<file path="config.mk">
export PLATFORM = sky130hd
export DESIGN_NAME = reg_scoreboard
export DESIGN_NICKNAME = d
export VERILOG_FILES = /design/src/rtl/reg_scoreboard.sv
export SDC_FILE = /design/constraint.sdc
export NUM_CORES = 1
export LEC_CHECK = 0
export ABC_AREA = 1
export CAP_MARGIN = 20
export CORE_MARGIN = 3
export CORE_UTILIZATION = 50
export CTS_CLUSTER_DIAMETER = 120
export CTS_CLUSTER_SIZE = 28
export DETAILED_ROUTE_END_ITERATION = 10
export HOLD_SLACK_MARGIN = 0.15
export PLACE_DENSITY = 0.7
export SETUP_SLACK_MARGIN = 0.1
export SYNTH_ARGS = -nofsm -noshare
export SYNTH_HDL_FRONTEND = slang
export SYNTH_SLANG_ARGS = --single-unit
</file>
<file path="constraint.sdc">
create_clock -name clk -period 13.81 [get_ports clk]
set_input_delay 1.381 -clock clk [delete_from_list [all_inputs] [get_ports clk]]
set_output_delay 1.381 -clock clk [all_outputs]
set_load 0.02 [all_outputs]
</file>
<file path="src/rtl/reg_scoreboard.sv">
// reg_scoreboard
//   Tracks register writes that have issued in ID but not yet retired in WB.
//   It raises stall_o when an issuing instruction would read a register whose
//   value is not yet available. It also stalls when the per-register in-flight
//   counter for the destination register is already at its maximum.
//
//   Optional feature macro: SCOREBOARD_FWD_EN
//     defined   - EX/MEM forwarding exists, so only pending loads cause a
//                 read hazard (load-use bubble).
//     undefined - no forwarding, so any pending write causes a read hazard
//                 until it retires.
//
//   Register 0 is hardwired, so it is never tracked. Its counters stay at zero.
//   A retire that finds a counter already at zero is an upstream protocol
//   error. The counter saturates at zero and a simulation warning is printed.
module reg_scoreboard #(
  parameter int ADDR_W   = 4,
  parameter int NUM_REGS = 16,
  parameter int CNT_W    = 2
) (
  input  logic              clk,
  input  logic              rst,
  input  logic              iss_valid_i,
  input  logic              iss_wen_i,
  input  logic [ADDR_W-1:0] iss_waddr_i,
  input  logic              iss_load_i,
  input  logic              rs1_en_i,
  input  logic [ADDR_W-1:0] rs1_addr_i,
  input  logic              rs2_en_i,
  input  logic [ADDR_W-1:0] rs2_addr_i,
  input  logic              ret_valid_i,
  input  logic [ADDR_W-1:0] ret_addr_i,
  input  logic              ret_load_i,
  output logic              stall_o,
  output logic              issue_o,
  output logic [CNT_W+1:0]  inflight_o
);

  localparam int               TOT_W   = CNT_W + 2;
  localparam logic [CNT_W-1:0] CNT_MAX = {CNT_W{1'b1}};
  localparam logic [CNT_W-1:0] CNT_ONE = CNT_W'(1);

  // Per-register counters. Entry 0 exists only to keep indexing uniform.
  logic [CNT_W-1:0] pend_cnt_reg  [NUM_REGS];
  logic [CNT_W-1:0] pend_cnt_next [NUM_REGS];
  logic [CNT_W-1:0] load_cnt_reg  [NUM_REGS];
  logic [CNT_W-1:0] load_cnt_next [NUM_REGS];
  logic [TOT_W-1:0] inflight_reg;
  logic [TOT_W-1:0] inflight_next;

  // One bit per register. The g_reg generate loop below fills these in.
  logic [NUM_REGS-1:0] wr_sel;          // issue destination decode
  logic [NUM_REGS-1:0] rs1_sel;         // source 1 decode (enable folded in)
  logic [NUM_REGS-1:0] rs2_sel;         // source 2 decode (enable folded in)
  logic [NUM_REGS-1:0] iss_hit;         // accepted tracked write to this reg
  logic [NUM_REGS-1:0] iss_load_hit;    // ... and it is a load
  logic [NUM_REGS-1:0] ret_hit;         // retire to this reg this cycle
  logic [NUM_REGS-1:0] ret_load_hit;    // ... and it was a load
  logic [NUM_REGS-1:0] pend_busy;       // pend count after same-cycle retire != 0
  logic [NUM_REGS-1:0] load_busy;       // load count after same-cycle retire != 0
  logic [NUM_REGS-1:0] pend_full;       // counter saturated, no retire to free it
  logic [NUM_REGS-1:0] haz_busy;        // busy flavour selected by configuration
  logic [NUM_REGS-1:0] pend_underflow;  // retire found pend count at zero
  logic [NUM_REGS-1:0] load_underflow;  // load retire found load count at zero

  logic hazard_rs1;
  logic hazard_rs2;
  logic structural;

  genvar gi;
  generate
    for (gi = 0; gi < NUM_REGS; gi++) begin : g_reg
      if (gi == 0) begin : g_zero
        // r0 is hardwired and never participates in any hazard.
        assign wr_sel[gi]         = 1'b0;
        assign rs1_sel[gi]        = 1'b0;
        assign rs2_sel[gi]        = 1'b0;
        assign iss_hit[gi]        = 1'b0;
        assign iss_load_hit[gi]   = 1'b0;
        assign ret_hit[gi]        = 1'b0;
        assign ret_load_hit[gi]   = 1'b0;
        assign pend_busy[gi]      = 1'b0;
        assign load_busy[gi]      = 1'b0;
        assign pend_full[gi]      = 1'b0;
        assign pend_underflow[gi] = 1'b0;
        assign load_underflow[gi] = 1'b0;
      end else begin : g_track
        assign wr_sel[gi]  = (iss_waddr_i == ADDR_W'(gi));
        assign rs1_sel[gi] = rs1_en_i & (rs1_addr_i == ADDR_W'(gi));
        assign rs2_sel[gi] = rs2_en_i & (rs2_addr_i == ADDR_W'(gi));

        // Counters only move on an accepted issue, never on a stalled attempt.
        assign iss_hit[gi]      = issue_o & iss_wen_i & wr_sel[gi];
        assign iss_load_hit[gi] = iss_hit[gi] & iss_load_i;
        assign ret_hit[gi]      = ret_valid_i & (ret_addr_i == ADDR_W'(gi));
        assign ret_load_hit[gi] = ret_hit[gi] & ret_load_i;

        // The regfile write-through bypass delivers a value that retires this
        // cycle, so a count of exactly one that is retiring is not a hazard.
        assign pend_busy[gi] = (pend_cnt_reg[gi] != '0) &&
                               !((pend_cnt_reg[gi] == CNT_ONE) && ret_hit[gi]);
        assign load_busy[gi] = (load_cnt_reg[gi] != '0) &&
                               !((load_cnt_reg[gi] == CNT_ONE) && ret_load_hit[gi]);

        // A same-cycle retire frees one slot, so issuing into it is safe.
        assign pend_full[gi] = (pend_cnt_reg[gi] == CNT_MAX) && !ret_hit[gi];

        assign pend_underflow[gi] = ret_hit[gi] && (pend_cnt_reg[gi] == '0);
        assign load_underflow[gi] = ret_load_hit[gi] && (load_cnt_reg[gi] == '0);
      end

`ifdef SCOREBOARD_FWD_EN
      // Forwarding covers ALU results, so only an outstanding load blocks a read.
      assign haz_busy[gi] = load_busy[gi];
`else
      // No forwarding, so every outstanding write blocks a read until retire.
      assign haz_busy[gi] = pend_busy[gi];
`endif
    end
  endgenerate

  // Zero-cycle stall/issue decision. Reset forces both low.
  always_comb begin
    hazard_rs1 = |(rs1_sel & haz_busy);
    hazard_rs2 = |(rs2_sel & haz_busy);
    structural = iss_wen_i & |(wr_sel & pend_full);
    stall_o    = iss_valid_i & ~rst & (hazard_rs1 | hazard_rs2 | structural);
    issue_o    = iss_valid_i & ~rst & ~stall_o;
  end

  // Next counter values. Issue and retire to the same register cancel out, and
  // an unmatched retire saturates at zero instead of wrapping.
  always_comb begin
    for (int r = 0; r < NUM_REGS; r++) begin
      pend_cnt_next[r] = pend_cnt_reg[r];
      load_cnt_next[r] = load_cnt_reg[r];
      if (iss_hit[r] && !ret_hit[r]) begin
        pend_cnt_next[r] = pend_cnt_reg[r] + CNT_ONE;
      end else if (!iss_hit[r] && ret_hit[r] && (pend_cnt_reg[r] != '0)) begin
        pend_cnt_next[r] = pend_cnt_reg[r] - CNT_ONE;
      end
      if (iss_load_hit[r] && !ret_load_hit[r]) begin
        load_cnt_next[r] = load_cnt_reg[r] + CNT_ONE;
      end else if (!iss_load_hit[r] && ret_load_hit[r] && (load_cnt_reg[r] != '0)) begin
        load_cnt_next[r] = load_cnt_reg[r] - CNT_ONE;
      end
    end
  end

  // Total in flight is the sum of the next per-register pending counts, so it
  // always agrees with the counter array one edge after any event.
  always_comb begin
    inflight_next = '0;
    for (int r = 1; r < NUM_REGS; r++) begin
      inflight_next = inflight_next + TOT_W'(pend_cnt_next[r]);
    end
  end

  // Counter and total state. Reset takes priority over issue and retire.
  always_ff @(posedge clk) begin
    if (rst) begin
      for (int r = 0; r < NUM_REGS; r++) begin
        pend_cnt_reg[r] <= '0;
        load_cnt_reg[r] <= '0;
      end
      inflight_reg <= '0;
    end else begin
      for (int r = 0; r < NUM_REGS; r++) begin
        pend_cnt_reg[r] <= pend_cnt_next[r];
        load_cnt_reg[r] <= load_cnt_next[r];
      end
      inflight_reg <= inflight_next;
    end
  end

  assign inflight_o = inflight_reg;

`ifndef SYNTHESIS
  // Report retires that have no matching tracked write.
  always_ff @(posedge clk) begin
    if (!rst && (|pend_underflow)) begin
      $warning("reg_scoreboard: retire of r%0d with nothing pending, count held at 0",
               ret_addr_i);
    end
    if (!rst && (|load_underflow)) begin
      $warning("reg_scoreboard: load retire of r%0d with no load pending, count held at 0",
               ret_addr_i);
    end
  end
`endif

endmodule

</file>
Word-level counts from Yosys, hierarchy flattened. Memories as Yosys holds them, arrays and structs flattened. Index checks and enable logic that the tools add are counted.

Eq/ne operators: 91. Mux-type cells: 49. Reductions and logical operators: 154. Bitwise gates (word level): 88. Add/sub/neg operators: 44.

Operators by type and width (count): $eq 4x4->1 const B (32); $mux 2 (46); $logic_and 1x1->1 (90); $and 1x1->1 (65); $eq 4x3->1 const B (16); $add 4x2->4 (12); $and 16x16->16 (3); $reduce_or 16->1 (3); $logic_not 1->1 (45); $eq 4x2->1 const B (8); $add 2x1->2 const B (15); $eq 2x1->1 const B (15); $eq 2x2->1 const B (15); $reduce_bool 2->1 (15); $sub 2x1->2 const B (15); $or 1x1->1 (18); $eq 4x1->1 const B (4); $add 3x2->4 (1); $add 2x2->3 (1); $mux 1 (3); $not 1->1 (2); $reduce_and 2->1 (1); $ne 0x0->1 (1).

Flip-flop bits (word level): 4. Logic and storage cells: 428. Memories: 1. Memory bits (writable): 32. Output and inout bits: 6.

Memories: pend_cnt_reg (words 16, width 2, read ports 15, clocked after Yosys merged registers in 0, write ports 16, line 44) `logic [CNT_W-1:0] pend_cnt_reg [NUM_REGS];`.

Longest topological paths before layout. Gate-level depths: netlist (run 1).

Word-level depth: 33. Mapped depth: 34. Depth with buffers taken out: 34.

Worst setup path before layout (run 1). Ideal clock, no wire load.

Path kind: input to register. Start: input ret_valid_i. End: register inflight_reg[3], in the netlist inflight_o[3]. Data required time: 13.682 ns. Cell stages on the path: 28. Slack: 7.200 ns. Data arrival time: 6.483 ns. Path through: buf_4 > nand3_2 > nor2_2 > nand2_1 > nand3_2 > nand2_1 > nor2_1 > nand2_1 > nor2_2 > nand3_2 > nor3_4 > buf_2 > nand4_1 > and2_1 > fa_1 > inv_1 > fa_1 > fa_1 > fa_1 > inv_1 > fa_1 > inv_1 > ha_1 > nand3_1 > nand2_1 > xor2_1 > xor2_1 > nor2_1.

Longest elaborated chain between the ends: 32. Elaborated cells between the ends (all ways): 222.

Ends and longest elaborated chain: from (decl) (line 31) `input logic ret_valid_i,`; $and 1x1->1 (line 95) `assign ret_hit[gi] = ret_valid_i & (ret_addr_i == ADDR_W'(gi));`; $logic_and 1x1->1 (line 101) `!((pend_cnt_reg[gi] == CNT_ONE) && ret_hit[gi]);`; $logic_not 1->1 (line 101); $logic_and 1x1->1 (line 100) `assign pend_busy[gi] = (pend_cnt_reg[gi] != '0) &&`; $and 16x16->16, on equally long branches (line 124, 125); $reduce_or 16->1, on equally long branches (line 124, 125); $or 1x1->1 (2 in a row) (line 127) `stall_o = iss_valid_i & ~rst & (hazard_rs1 | hazard_rs2 | structural);`; $and 1x1->1 (line 127); [4 not listed]; $logic_not 1->1 (line 139) `end else if (!iss_hit[r] && ret_hit[r] && (pend_cnt_reg[r] != '0)) begin`; $logic_and 1x1->1 (2 in a row) (line 139); $mux 2 (line 139); $mux 2 (line 137) `if (iss_hit[r] && !ret_hit[r]) begin`; $add 2x2->3 (line 155) `inflight_next = inflight_next + TOT_W'(pend_cnt_next[r]);`; $add 3x2->4 (line 155); $add 4x2->4 (11 in a row) (line 155); $add 4x2->4 (*) (line 155); to (signal assigned) (line 172) `inflight_reg <= inflight_next;`; to (decl) (line 48) `logic [TOT_W-1:0] inflight_reg;`.

Mark *: on every way between the ends. The rest lies on a longest branch, timed or not. A chain may end at the register's enable or synchronous reset.

==> impl_metrics.csv, run 1 <==
group,metric,value,unit
cts,clk_latency,0.29,ns
critical_path,crit_path_top_delay_cell,"clkdlybuf4s50_1",
sta,tightest_slew,0.845,ns
die,core_area,0.00881,mm²
die,rows,34,
sta,post-route-period-util,0.575,
detailed_routing,drt-initial-drc-count,287,
cts,htreeDepth,2,
critical_path,path_max_fanout,8,
critical_path,endpoint_kind,"register",
global_route,antenna_found_initial,1,
die,start_util,0.518,
sta,clock_skew,0.00870,ns
sta,period_minus_slack,7.93,ns
critical_path,regToRegSetupSlack,7.42,ns
cts,cts_resized,0,
global_route,grt.overflow.total,0,
cts,cts_sinks,34,
die,die_h,102,µm
cts,path_clk_slew,0.08,ns
finish,nFillCells,916,
sta,max_slew_margin,0.435,
finish,drive_gt1_frac,0.0393,
detailed_routing,drt-wirelength-per-cell,14.9,µm
run_status,outcome,"finished clean",
cts,cts_tree,"built",
detailed_routing,ant_nets,0,
detailed_routing,dr_total_vias,4741,
finish,multi_input_area,0.00330,mm²
critical_path,cp-startpoint,"ret_valid_i",
critical_path,worstPathArrival,8.10,ns
critical_path,cp_common_cell,"nand2_1",
pwr,vdd_ir_drop_max,34.8,µV
yosys,yosys_warnings,0,
place,port-buffer-count,28,
critical_path,start_kind,"primary input",
critical_path,timing.rr.end,"inflight_o[3]",
sta,setup_ws,5.88,ns
yosys,synth.distinct_cells,25,
critical_path,ff2ff_path_depth,28,
sta,finalSetupTns,0,ns
sta,maxSlewViolCount,0,
flow_run,cap_violations,0,
cts,clk_path_buf_depth,2,
critical_path,crit_required,13.97,ns
min_path,hold_depth,2,
global_route,track_usage,0.263,
sta,finalSetupViolations,0,
sta,fmax,0.126,GHz
global_route,first_global_vias,4627,
detailed_routing,drc_errors,0,
min_path,worstHoldStart,"pend_cnt_reg[8][0]",
pwr,p_leak,2.74,nW
place,gp_congestion,0.958,
yosys,synthCells,737,
die,dieArea,0.0103,mm²
finish,fin_area,0.00503,mm²
finish,n_antenna_cell,0,
place,place_area,0.00494,mm²
yosys,netlist_area,0.00456,mm²
pwr,power.density,45.0,mW/mm²
yosys,ys_seq_area_frac,0.149,
cts,hold_buffers,0,
critical_path,r2r-start,"pend_cnt_reg[4][1]",
sta,rsz0062_at_grt,"no",
die,pin_count,31,
detailed_routing,wirelength,13000,µm
place,dp_hpwl,10700,µm
critical_path,crit_type,"primary input to register",
yosys,synth_nets,835,
cts,cts_setup_buffers,0,
sta,final-hold-violation-count,0,
critical_path,max_stage_delay,0.67,ns
cts,numCtsBuffers,5,
global_route,grt_max_degree,36,
min_path,hold_path_class,"register to register",
finish,ff_latch_area,681,µm²
cts,clockRootBuffer,"clkbuf_8",
detailed_routing,first_pass_iters,5,
die,fp.dieW,102,µm
yosys,synth_seq_cells,34,
finish,largest_reg_flops,30,
finish,areaGrowthSynthToFinish,10.1,%
finish,final_nets,863,
yosys,postSynthAreaPerCell,6.19,µm²
global_route,grt_pass1_wl,21500,µm
place,pre_cts_slack,5.72,ns
min_path,min_to,"pend_cnt_reg[8][0]",
detailed_routing,vias_per_cell,5.44,
==> stage by stage <==
stage	hold WS (ns)	total power, W	cells	utilization
after floorplan	0.518	0.000130	737	-
after global placement	0.540	0.000149	866	0.561
after detailed placement	0.544	0.000149	866	0.561
after CTS	0.555	0.000228	872	0.571
after global routing	0.592	0.000236	872	0.571
final	0.553	0.000226	872	0.571
==> critical path, delay by kind of cell <==
kind / cells / cell delay (ns)
xor gates and xnor gates: 2 / 0.32
and+or+nand+nor: 17 / 2.52
adders and majority gates: 6 / 2.94
buffers and inverters: 3 / 0.78
AOI/OAI and AO/OA: 1 / 0.15
==> final cells by class <==
class | instances | area share
Clock buffer | 6 | 0.0164
Sequential cell | 34 | 0.135
Tap cell | 108 | 0.0269
Inverter | 140 | 0.105
Multi-Input combinational cell | 553 | 0.656
Timing Repair Buffer | 31 | 0.0602
==> cell usage in the layout, fill, tap and decap left out <==
master	n
a21oi_1	13
and2_1	3
buf_4	3
clkbuf_8	6
clkdlybuf4s50_1	28
clkinv_1	1
dfxtp_1	34
fa_1	22
ha_1	51
inv_1	139
nand2_1	153
nand3_1	112
nand3_2	13
nand3b_1	1
nand4_1	33
nand4_2	1
nor2_1	126
nor2_2	5
nor2_4	1
nor2b_1	1
nor3_1	11
nor3_4	1
xnor2_1	3
xor2_1	3
==> cells by family (layout without fill, tap and decap cells) <==
family                     Yosys count  after routing  synth area share
AOI/OAI and AO/OA                   13             13            0.0143
and+or+nand+nor                    461            461             0.461
buffers and inverters              150            177             0.128
DFF                                 34             34             0.149
adders and majority gates           73             73             0.236
xor gates and xnor gates             6              6            0.0115
==> synth_stat cells (all sizes together) <==
cell type	count	share of area
nand3	125	0.15
clkbuf	5	0.0041
dfxtp	34	0.15
xor2	3	0.0058
nand2	153	0.13
fa	22	0.096
a21oi	13	0.014
buf	5	0.0088
clkinv	1	0.00082
nor2	132	0.11
nor3	12	0.016
nand4	34	0.048
xnor2	3	0.0058
and2	3	0.0041
ha	51	0.14
nor2b	1	0.0014
inv	139	0.11
nand3b	1	0.0016
==> metal layers <==
layer,global-route usage,up-vias,part of all wire
met2,0.449,157,0.48
met3,0.0434,26,0.066
met5,0,-,0.0010
met1,0.342,2180,0.44
met4,0.0777,2,0.017
li1,-,2376,-
==> worst max-delay path by stage <==
| stage | to | depth (start not counted) |
|---|---|---|
| final | inflight_o[3] | 29 |
| after global routing | inflight_o[3] | 29 |
| after CTS | inflight_o[3] | 29 |
| after detailed placement | inflight_o[3] | 29 |
| after global placement | inflight_o[3] | 29 |
| after floorplan | inflight_o[3] | 28 |
==> report_power, final <==
group	internal (W)	total, W	switching (W)	leakage [nW]
clock network	0.0000386	0.0000783	0.0000398	0.0431
registers	0.0000992	0.000100	0.000000706	0.274
logic	0.0000162	0.0000479	0.0000317	2.42
total	0.000154	0.000226	0.0000721	2.74
Power figures use the tool's default switching activity.
==> inputs of run 2 (changes only) <==
clock period = 8.1 ns   (was 13.81 ns; I/O delays follow)
==> impl_metrics.csv, run 2 (synthesis results as in run 1) <==
group,metric,value,unit
run_status,outcome,"finished clean",
sta,maxSlewViolCount,0,
place,numPlacedInstances,867,
pwr,power.density,81.7,mW/mm²
cts,cts_resized,0,
cts,path_clk_slew,0.08,ns
sta,finalSetupTns,0,ns
sta,rsz0062_at_grt,"no",
place,dp_hpwl,10900,µm
min_path,hold_path_class,"register to register",
critical_path,max_stage_delay,0.67,ns
global_route,grt.overflow.total,0,
global_route,track_usage,0.266,
pwr,vdd_ir_drop_max,65.2,µV
sta,fmax,0.142,GHz
finish,final_nets,864,
pwr,p_leak,2.75,nW
sta,clock_skew,0.00951,ns
sta,final-hold-violation-count,0,
sta,finalSetupViolations,0,
die,core_area,0.00881,mm²
finish,multi_input_area,0.00330,mm²
die,rows,34,
global_route,met2_usage,0.451,
critical_path,crit_required,8.28,ns
critical_path,path_max_fanout,16,
global_route,grt_pass1_wl,21400,µm
global_route,met1_usage,0.352,
cts,numCtsBuffers,5,
die,fp.dieW,102,µm
critical_path,ff2ff_path_depth,29,
min_path,hold_depth,2,
critical_path,worstPathArrival,7.23,ns
detailed_routing,wirelength,13000,µm
detailed_routing,drc_errors,0,
sta,post-route-period-util,0.870,
place,port-buffer-count,28,
finish,layout_common_cells,"153 x nand2_1, 139 x inv_1, 126 x nor2_1",
die,dieArea,0.0103,mm²
detailed_routing,ant_nets,0,
detailed_routing,drt-wirelength-per-cell,14.8,µm
finish,ff_latch_area,681,µm²
critical_path,crit_type,"primary input to register",
detailed_routing,drt-initial-drc-count,318,
detailed_routing,first_pass_iters,5,
cts,htreeDepth,2,
global_route,antenna_found_initial,0,
finish,fin_area,0.00506,mm²
critical_path,start_kind,"primary input",
global_route,grt_max_degree,36,
sta,tightest_slew,0.503,ns
finish,finalNonFillerCells,875,
sta,max_slew_margin,0.663,
cts,cts_sinks,34,
global_route,busiest_layer,"met2",
cts,clockRootBuffer,"clkbuf_8",
cts,cts_setup_buffers,0,
place,gp_congestion,0.946,
cts,hold_buffers,0,
global_route,first_global_vias,4540,
finish,final_util,0.574,
cts,cts_tree,"built",
finish,drive_gt1_frac,0.0404,
die,start_util,0.518,
finish,final_common_cell,"nand2_1",
global_route,use_met3,0.0344,
critical_path,regToRegSetupSlack,2.00,ns
flow_run,cap_violations,0,
finish,nFillCells,891,
cts,clk_path_buf_depth,2,
cts,clk_latency,0.30,ns
sta,period_minus_slack,7.05,ns
detailed_routing,dr_total_vias,4715,
die,pin_count,31,
critical_path,endpoint_kind,"register",
finish,n_antenna_cell,0,
place,place_area,0.00495,mm²
critical_path,cp_common_cell,"nand2_1",
finish,largest_reg_flops,30,
detailed_routing,vias_per_cell,5.39,
finish,areaGrowthSynthToFinish,10.8,%
die,die_h,102,µm
critical_path,crit_path_top_delay_cell,"clkdlybuf4s50_1",
-- run 2: final timing paths --
check	start	end
setup / recovery	ret_valid_i	inflight_o[3]
setup reg to reg	pend_cnt_reg[12][1]	inflight_o[3]
hold / removal	pend_cnt_reg[13][0]	pend_cnt_reg[13][0]
hold reg to reg	pend_cnt_reg[13][0]	pend_cnt_reg[13][0]
-- run 2: critical path, delay by kind of cell --
family | cells | cell delay, ns
simple gates | 18 | 2.32
xor+xnor | 2 | 0.35
buf+inv | 4 | 0.85
fa+ha+maj | 6 | 2.88
-- run 2: area by class of cell --
type	instances	area share
repair buffers	32	0.0614
clock buffers	7	0.0151
well taps	108	0.0267
inverters	140	0.104
flip-flops and latches	34	0.135
multi-input cells	553	0.652
clock inverters	1	0.00594
-- run 2: where the power goes --
part	leakage (nW)	switching [W]	internal (W)
combinational	2.42	0.0000535	0.0000279
clock	0.0524	0.0000692	0.0000922
sequential	0.274	0.00000117	0.000169
total	2.75	0.000124	0.000289
-- run 2: routing by layer --
metal	routed length, µm	vias to the layer above
li1	-	2377
met5	0	-
met4	237	0
met2	6230	151
met3	796	26
met1	5710	2161
-- run 2: per-stage QoR --
stage | total power, W | worst slack (ns) | hold slack, ns
2_1_floorplan | 0.000222 | 2.06 | 0.518
3_3_place_gp | 0.000254 | 0.831 | 0.542
3_5_place_dp | 0.000255 | 0.785 | 0.544
4_1_cts | 0.000418 | 1.06 | 0.557
5_1_grt | 0.000432 | 0.618 | 0.595
6_report | 0.000413 | 1.05 | 0.550
==> inputs of run 3 (changes only) <==
PLACE_DENSITY = 0.73   (was 0.7)
clock period = 5.6 ns   (was 8.1 ns; I/O delays follow)
==> impl_metrics.csv, run 3 (synthesis results as in run 1) <==
group,metric,value,unit
critical_path,crit_path_top_delay_cell,"nor3_4",
detailed_routing,wirelength,21800,µm
sta,holdWs,0.564,ns
place,dp_hpwl,13200,µm
critical_path,start_kind,"primary input",
run_status,outcome,"finished, violations left",
sta,final-hold-violation-count,0,
sta,post-route-period-util,1.14,
cts,clockRootBuffer,"clkbuf_8",
cts,cts_tree,"built",
critical_path,max_stage_delay,0.25,ns
global_route,grt_pass1_wl,31500,µm
finish,fin_area,0.00731,mm²
cts,cts_sinks,34,
global_route,met1_usage,0.438,
finish,final_common_cell,"buf_4",
run_status,violations,"setup timing",
cts,clk_latency,0.31,ns
sta,tightest_slew,0.464,ns
flow_run,cap_violations,0,
critical_path,endpoint_kind,"register",
pwr,power.density,87.8,mW/mm²
detailed_routing,vias_per_cell,5.89,
die,rows,34,
die,die_h,102,µm
sta,fmax,0.156,GHz
cts,numCtsBuffers,5,
global_route,busiest_layer,"met2",
global_route,use_met3,0.119,
detailed_routing,first_pass_iters,8,
die,core_area,0.00881,mm²
finish,drive_gt1_frac,0.396,
die,dieArea,0.0103,mm²
die,pin_count,31,
critical_path,crit_type,"primary input to register",
global_route,met2_usage,0.644,
sta,period_minus_slack,6.41,ns
detailed_routing,drc_errors,0,
finish,largest_reg_flops,30,
global_route,grt.overflow.total,0,
die,fp.dieW,102,µm
critical_path,cp.depth,46,
finish,areaGrowthSynthToFinish,60.2,%
finish,final_nets,1075,
global_route,grt_max_degree,35,
place,port-buffer-count,28,
sta,rsz0062_at_grt,"yes",
global_route,track_usage,0.398,
pwr,p_leak,3.80,nW
sta,finalSetupViolations,5,
critical_path,regToRegSetupSlack,-0.73,ns
detailed_routing,dr_total_vias,6387,
sta,clock_skew,0.0113,ns
sta,setup_ws,-0.806,ns
critical_path,ff2ff_path_depth,44,
detailed_routing,ant_nets,0,
critical_path,path_max_fanout,7,
sta,maxSlewViolCount,0,
detailed_routing,drt-initial-drc-count,752,
pwr,vdd_ir_drop_max,82.1,µV
sta,max_slew_margin,0.691,
critical_path,crit_required,5.82,ns
cts,htreeDepth,2,
detailed_routing,drt-wirelength-per-cell,20.1,µm
die,start_util,0.518,
critical_path,worstPathArrival,6.63,ns
global_route,first_global_vias,6224,
critical_path,cp_top_family,"buffers and inverters",
min_path,hold_path_class,"register to register",
finish,n_antenna_cell,0,
cts,clk_path_buf_depth,2,
cts,hold_buffers,0,
critical_path,cp_common_cell,"buf_4",
place,place_area,0.00605,mm²
global_route,antenna_found_initial,1,
cts,path_clk_slew,0.08,ns
finish,layout_common_cells,"190 x buf_4, 122 x nand2_1, 119 x inv_1",
critical_path,critPathBufInv,34,
min_path,hold_depth,2,
place,gp_congestion,1.01,
## run 3: cell types whose count changed in the layout (fill, tap and decap cells not counted), moves of 19 or more
cell	change
inv_1	-20
nand2_1	-31
nand3_1	-28
buf_4	+186
clkdlybuf4s50_1	-19
nand2_2	+23
buf_6	+27
nand3_2	+23
nor2_1	-30
## run 3: worst paths after layout
| path | startpoint | to |
|---|---|---|
| worst max-delay path | ret_valid_i | pend_cnt_reg[8][1] |
| worst min-delay path | pend_cnt_reg[1][0] | pend_cnt_reg[1][0] |
| worst max register to register | pend_cnt_reg[12][0] | pend_cnt_reg[8][1] |
| worst min register to register | pend_cnt_reg[1][0] | pend_cnt_reg[1][0] |
## run 3: what timing repair did
action	CTS	global route
resized for setup	174	55
buffers inserted	77	10
pin swaps	55	45
hold endpoints to repair	0	0
setup endpoints to repair	4	5
## run 3: metal layers
metal | vias up | part of all wire
li1 | 2799 | -
met1 | 2894 | 0.35
met2 | 498 | 0.44
met3 | 194 | 0.11
met4 | 2 | 0.094
met5 | - | 0.0022
## run 3: power by group
| part | internal (W) | switching, W | leakage (nW) |
|---|---|---|---|
| Sequential | 0.000245 | 0.00000192 | 0.274 |
| Clock | 0.0000852 | 0.000110 | 0.0362 |
| Combinational | 0.0000826 | 0.000117 | 3.49 |
## run 3: final cells by class
class | instances | area [µm²]
fill | 515 | 1490
clock buffer | 5 | 68.8
clock inverter | 2 | 15.0
timing repair buffer | 243 | 1990
tap | 108 | 135
multi-input combinational | 553 | 3880
inverter | 140 | 541
sequential | 34 | 681
## run 3: worst min-delay path: stages, from the launching register on
cell and delay [ns]:
dfxtp_1 0.35, nand3_1 0.11, a21oi_1 0.06
## run 3: stage by stage
step / worst slack [ns] / setup TNS, ns / cells / total power, W / utilization
floorplan: -0.0657 / -0.0657 / 737 / 0.000328 / -
global placement: -1.11 / -3.40 / 993 / 0.000410 / 0.687
detailed placement: -1.17 / -3.61 / 993 / 0.000412 / 0.687
CTS: -0.149 / -0.608 / 1077 / 0.000623 / 0.804
global route: -0.803 / -3.38 / 1085 / 0.000666 / 0.830
finish: -0.806 / -3.23 / 1085 / 0.000642 / 0.830
